<file path="src/rtl/puf_pkg.sv">
// Shared PUF controller types: scheduler state encoding and sizing helpers.
package puf_pkg;

    typedef enum logic [1:0] {
        IDLE,
        LAUNCH,
        WAIT,
        OUTPUT
    } sched_state_t;

    // Index counters need at least one bit even for single-entry batches.
    function automatic int idx_bits(input int n);
        return (n > 1) ? $clog2(n) : 1;
    endfunction

endpackage

</file>
<file path="src/rtl/puf_watchdog.sv">
// Per-evaluation watchdog: counts enabled cycles, flags expiry at TIMEOUT_CYCLES-1.
module puf_watchdog #(
    parameter int TIMEOUT_BITS   = 16,
    parameter int TIMEOUT_CYCLES = 1024
) (
    input  logic clk,
    input  logic reset,
    input  logic clear,
    input  logic enable,
    output logic expired
);

    logic [TIMEOUT_BITS-1:0] count;

    assign expired = (count == TIMEOUT_BITS'(TIMEOUT_CYCLES - 1));

    always_ff @(posedge clk) begin
        if (reset || clear) begin
            count <= '0;
        end else if (enable && !expired) begin
            count <= count + TIMEOUT_BITS'(1);
        end
    end

endmodule

</file>
<file path="src/rtl/puf_challenge_scheduler.sv">
// Batch sequencer: launches NUM_CHALLENGES consecutive PUF evaluations and packs the response bits.
module puf_challenge_scheduler
    import puf_pkg::*;
#(
    parameter int CHALLENGE_BITS = 4,
    parameter int NUM_CHALLENGES = 8,
    parameter int TIMEOUT_BITS   = 16,
    parameter int TIMEOUT_CYCLES = 1024
) (
    input  logic                      clk,
    input  logic                      reset,
    input  logic                      req_valid,
    output logic                      req_ready,
    input  logic [CHALLENGE_BITS-1:0] base_challenge,
    output logic                      fsm_start,
    output logic [CHALLENGE_BITS-1:0] fsm_challenge,
    input  logic                      fsm_done,
    input  logic                      puf_response,
    output logic                      resp_valid,
    input  logic                      resp_ready,
    output logic [NUM_CHALLENGES-1:0] resp_data,
    output logic                      resp_error
);

    localparam int IDX_W = idx_bits(NUM_CHALLENGES);

    sched_state_t              state;
    logic [CHALLENGE_BITS-1:0] base_q;
    logic [IDX_W-1:0]          idx;
    logic                      done_q;
    logic                      rise;
    logic                      last;
    logic                      accept;
    logic                      wd_clear;
    logic                      wd_enable;
    logic                      wd_expired;

    assign req_ready     = (state == IDLE) && !reset;
    assign accept        = req_valid && req_ready;
    assign rise          = fsm_done && !done_q;
    assign last          = (idx == IDX_W'(NUM_CHALLENGES - 1));
    assign wd_clear      = accept || (state == LAUNCH);
    assign wd_enable     = (state == WAIT);
    assign fsm_start     = (state == LAUNCH);
    assign resp_valid    = (state == OUTPUT);
    assign fsm_challenge = ((state == LAUNCH) || (state == WAIT))
                         ? base_q + CHALLENGE_BITS'(idx) : '0;

    puf_watchdog #(
        .TIMEOUT_BITS  (TIMEOUT_BITS),
        .TIMEOUT_CYCLES(TIMEOUT_CYCLES)
    ) u_watchdog (
        .clk    (clk),
        .reset  (reset),
        .clear  (wd_clear),
        .enable (wd_enable),
        .expired(wd_expired)
    );

    always_ff @(posedge clk) begin
        if (reset) begin
            state      <= IDLE;
            base_q     <= '0;
            idx        <= '0;
            done_q     <= 1'b0;
            resp_data  <= '0;
            resp_error <= 1'b0;
        end else begin
            done_q <= fsm_done;
            case (state)
                IDLE: begin
                    if (req_valid) begin
                        base_q     <= base_challenge;
                        idx        <= '0;
                        resp_data  <= '0;
                        resp_error <= 1'b0;
                        state      <= LAUNCH;
                    end
                end
                LAUNCH: state <= WAIT;
                WAIT: begin
                    // A done edge coinciding with expiry still counts as a valid capture.
                    if (rise || wd_expired) begin
                        resp_data[idx] <= rise && puf_response;
                        if (!rise) begin
                            resp_error <= 1'b1;
                        end
                        if (last) begin
                            state <= OUTPUT;
                        end else begin
                            idx   <= idx + IDX_W'(1);
                            state <= LAUNCH;
                        end
                    end
                end
                OUTPUT: begin
                    if (resp_ready) begin
                        state <= IDLE;
                    end
                end
                default: state <= IDLE;
            endcase
        end
    end

endmodule

</file>
<file path="config.mk">
export PLATFORM = sky130hd
export DESIGN_NAME = puf_challenge_scheduler
export DESIGN_NICKNAME = d
export VERILOG_FILES = /design/src/rtl/puf_pkg.sv /design/src/rtl/puf_watchdog.sv /design/src/rtl/puf_challenge_scheduler.sv
export SDC_FILE = /design/constraint.sdc
export NUM_CORES = 1
export LEC_CHECK = 0
export ABC_AREA = 1
export BUFFER_PORTS_ARGS = -buffer_cell sky130_fd_sc_hd__buf_2
export CAP_MARGIN = 20
export CELL_PAD_IN_SITES_DETAIL_PLACEMENT = 1
export CELL_PAD_IN_SITES_GLOBAL_PLACEMENT = 1
export CORE_ASPECT_RATIO = 1.25
export CORE_MARGIN = 2
export CORE_UTILIZATION = 32
export CTS_CLUSTER_DIAMETER = 200
export DETAILED_ROUTE_END_ITERATION = 8
export PLACE_DENSITY = 0.68
export SLEW_MARGIN = 20
export SYNTH_ARGS = -nofsm -noshare
export SYNTH_HDL_FRONTEND = slang
export SYNTH_SLANG_ARGS = --single-unit
</file>
<file path="constraint.sdc">
create_clock -name clk -period 2 [get_ports clk]
set_input_delay 0.4 -clock clk [delete_from_list [all_inputs] [get_ports clk]]
set_output_delay 0.4 -clock clk [all_outputs]
set_load 0.05 [all_outputs]
</file>
==> out/results.tsv <==
stage	metric	value	unit
final_layout	syn_to_final_growth	17.80	%
floorplan	std_cell_rows	34	
clock_tree	htreeDepth	2	
grt	grt_usage	0.1591	
timing	worst_slack	23.97	ps
floorplan	initial_core_util	0.3263	
synth	synth_largest_area_cell	dfxtp_1	
drt	firstDrtPassIters	4	
drt	drtIter0Drc	39	
drt	wire_per_inst	12.92	µm
timing	slew_violations	0	
synth	synthSimpleGateAreaFrac	0.3785	
drt	vias	2093	
synth	synth_edf_count	0	
critical_path	timing_worst_setup_path_type	flip-flop to output pin	
synth	synth.area.mux_share	0	
clock_tree	cts_sinks	35	
place	dpl.hpwl	4148	µm
floorplan	fp.dieH	97.43	µm
critical_path	cp.required	1600	ps
place	portBuffers	25	
drt	ant_nets	0	
clock_tree	cts-root-buf	clkbuf_8	
floorplan	die_area	0.007672	mm²
timing	fmax	506.1	MHz
critical_path	cp.arrival	1580	ps
drt	drt_wl_total	5607	µm
grt	grt-ovfl-total	0	
timing	period_minus_slack	1976	ps
synth	syn_inst	312	
synth	synth-seq-cells	35	
place	gp_congestion	0.7761	
floorplan	num_io_pins	26	
power_and_ir_drop	peakVddDrop	0.0004784	V
clock_tree	clock_path_buffers	2	
place	post-place-ws	186.6	ps
power_and_ir_drop	power_density	863.7	mW/mm²
grt	first_global_vias	2124	
synth	synth_warnings	0	
synth	yosysTopAreaCellShare	0.3135	
synth	synth-compound-area-share	0.1170	
synth	synthXorXnorAreaFrac	0.01960	
clock_tree	clk_latency	290	ps
clock_tree	cts_buffers	5	
synth	synthArstFlopShare	0	
grt	antenna_found_initial	0	
timing	clock_skew	3.754	ps
synth	synth_cell_types	36	
floorplan	die_w	78.75	µm
grt	grt_max_degree	22	
synth	synthTopCellsByArea	dfxtp_1, nand2_1, nand3_1, inv_1, ha_1	
timing	fin_tns_setup	0	ps
timing	hold_slack	330.0	ps
synth	synthAdderAreaFrac	0.06495	
synth	yosysSeqAreaShare	0.3135	
clock_tree	path_clk_slew	70	ps
clock_tree	cts_tree	done	
timing	setup_violations	0	
grt	grt_pass1_wl	9798	µm
clock_tree	ctsHoldBuffers	0	
final_layout	layout_commonest_cell	nand2_1	
critical_path	crit_fanout	2	
synth	avgSynthCellArea	7.162	µm²
synth	ys.flop_type	dfxtp_1	
timing	tightest_slew	335.2	ps
timing	rsz0062_at_grt	yes	
final_layout	antenna_cells	0	
final_layout	drive_above_1_share	0.2791	
synth	synth_fp_nets	333	
timing	finalHoldViolCount	0	
drt	vias_per_cell	4.823	
final_layout	fin_nets	364	
status	outcome	finished clean	
floorplan	design.core.area	0.006849	mm²
min_path	min_path_type	input pin to flip-flop	
timing	slew_headroom	0.7763	
drt	drcViolationCount	0	
job	max-cap-violations	0	
timing	timing.final.crit_share	0.9880	
synth	synth_top_family_by_area	simple AND/OR/NAND/NOR gates	
power_and_ir_drop	leakage	0.001086	µW
final_layout	final_cell_mix	nand2_1, inv_1, dfxtp_1	
critical_path	startpoint_type	flip-flop	
synth	synthesis.area	0.002235	mm²
critical_path	critPathCaptureType	output pin	
-- worst max-delay path: stages, from the launching register on --
cell	delay, ps
dfxtp_2	360
ha_4	140
inv_2	30
fa_2	350
xor2_2	160
nor2_2	90
buf_6	160
-- layout make-up --
class	instances	area (µm²)
Inverter	41	156.4
Tap cell	90	112.6
Fill cell	885	4217
Multi-Input combinational cell	227	1344
Sequential cell	35	706.9
Timing Repair Buffer	33	212.7
Clock buffer	8	100.1
-- logic make-up after synthesis --
logic type               after synthesis
flip-flops                            35
AND/OR/NAND/NOR                      169
buffers and inverters                 50
adder cells (fa/ha/maj)               11
AO/OA/AOI/OAI                         42
XOR/XNOR                               5
-- per-stage QoR --
stage / instances / total power, µW / area [µm²] / utilization
final: 434 / 2274 / 2633 / 0.3844
after CTS: 433 / 2291 / 2610 / 0.3811
after detailed placement: 425 / 1654 / 2465 / 0.3599
after global routing: 434 / 2443 / 2633 / 0.3844
after global placement: 425 / 1642 / 2465 / 0.3599
after floorplan: 312 / 1452 / 2243 / -
-- path summary, 6_finish.rpt --
check | depth (start not counted) | startpoint | end | slack, ps
max | 6 | idx[0] | fsm_challenge[2] | 20
min | 3 | fsm_done | done_q | 330
max reg2reg | 9 | state[1] | idx[0] | 270
min reg2reg | 2 | resp_data[5] | resp_data[5] | 460
-- registers in the layout (all words and copies together) (netlist names) --
name,flops
base_q,4
resp_data,8
resp_error,1
idx,3
state,2
u_watchdog.count,16
done_q,1
-- power breakdown --
part | leakage (µW) | total [µW] | internal (µW) | switching (µW)
clock | 0.0000515 | 577 | 315 | 262
sequential | 0.000286 | 793 | 749 | 44.1
combinational | 0.000748 | 904 | 312 | 592
total | 0.00109 | 2270 | 1380 | 898
-- synth_stat cells (5+ instances only) --
cell / n
o21ai_0: 12
nor2_1: 30
nand3_1: 29
nand4_1: 5
xor2_1: 5
a21oi_1: 15
inv_1: 37
dfxtp_1: 35
nand3_2: 5
nand2_2: 12
a21oi_2: 11
ha_1: 10
nand2_1: 66
nand3b_1: 8
-- what timing repair did --
item,CTS,global route
setup buffers,0,1
pin swaps,5,3
resized for setup,13,5
endpoints found under the hold margin,0,0
setup endpoints to repair,3,4
-- per-layer routing --
layer | wire, µm | GRT usage | up-vias | share of wire
li1 | - | - | 1063 | -
met1 | 2306 | 0.1824 | 998 | 0.41
met2 | 3090 | 0.2893 | 24 | 0.55
met3 | 125 | 0.03160 | 8 | 0.022
met4 | 85 | 0.05263 | 0 | 0.015
met5 | 0 | 0 | - | 0
Power figures use the tool's default switching activity.
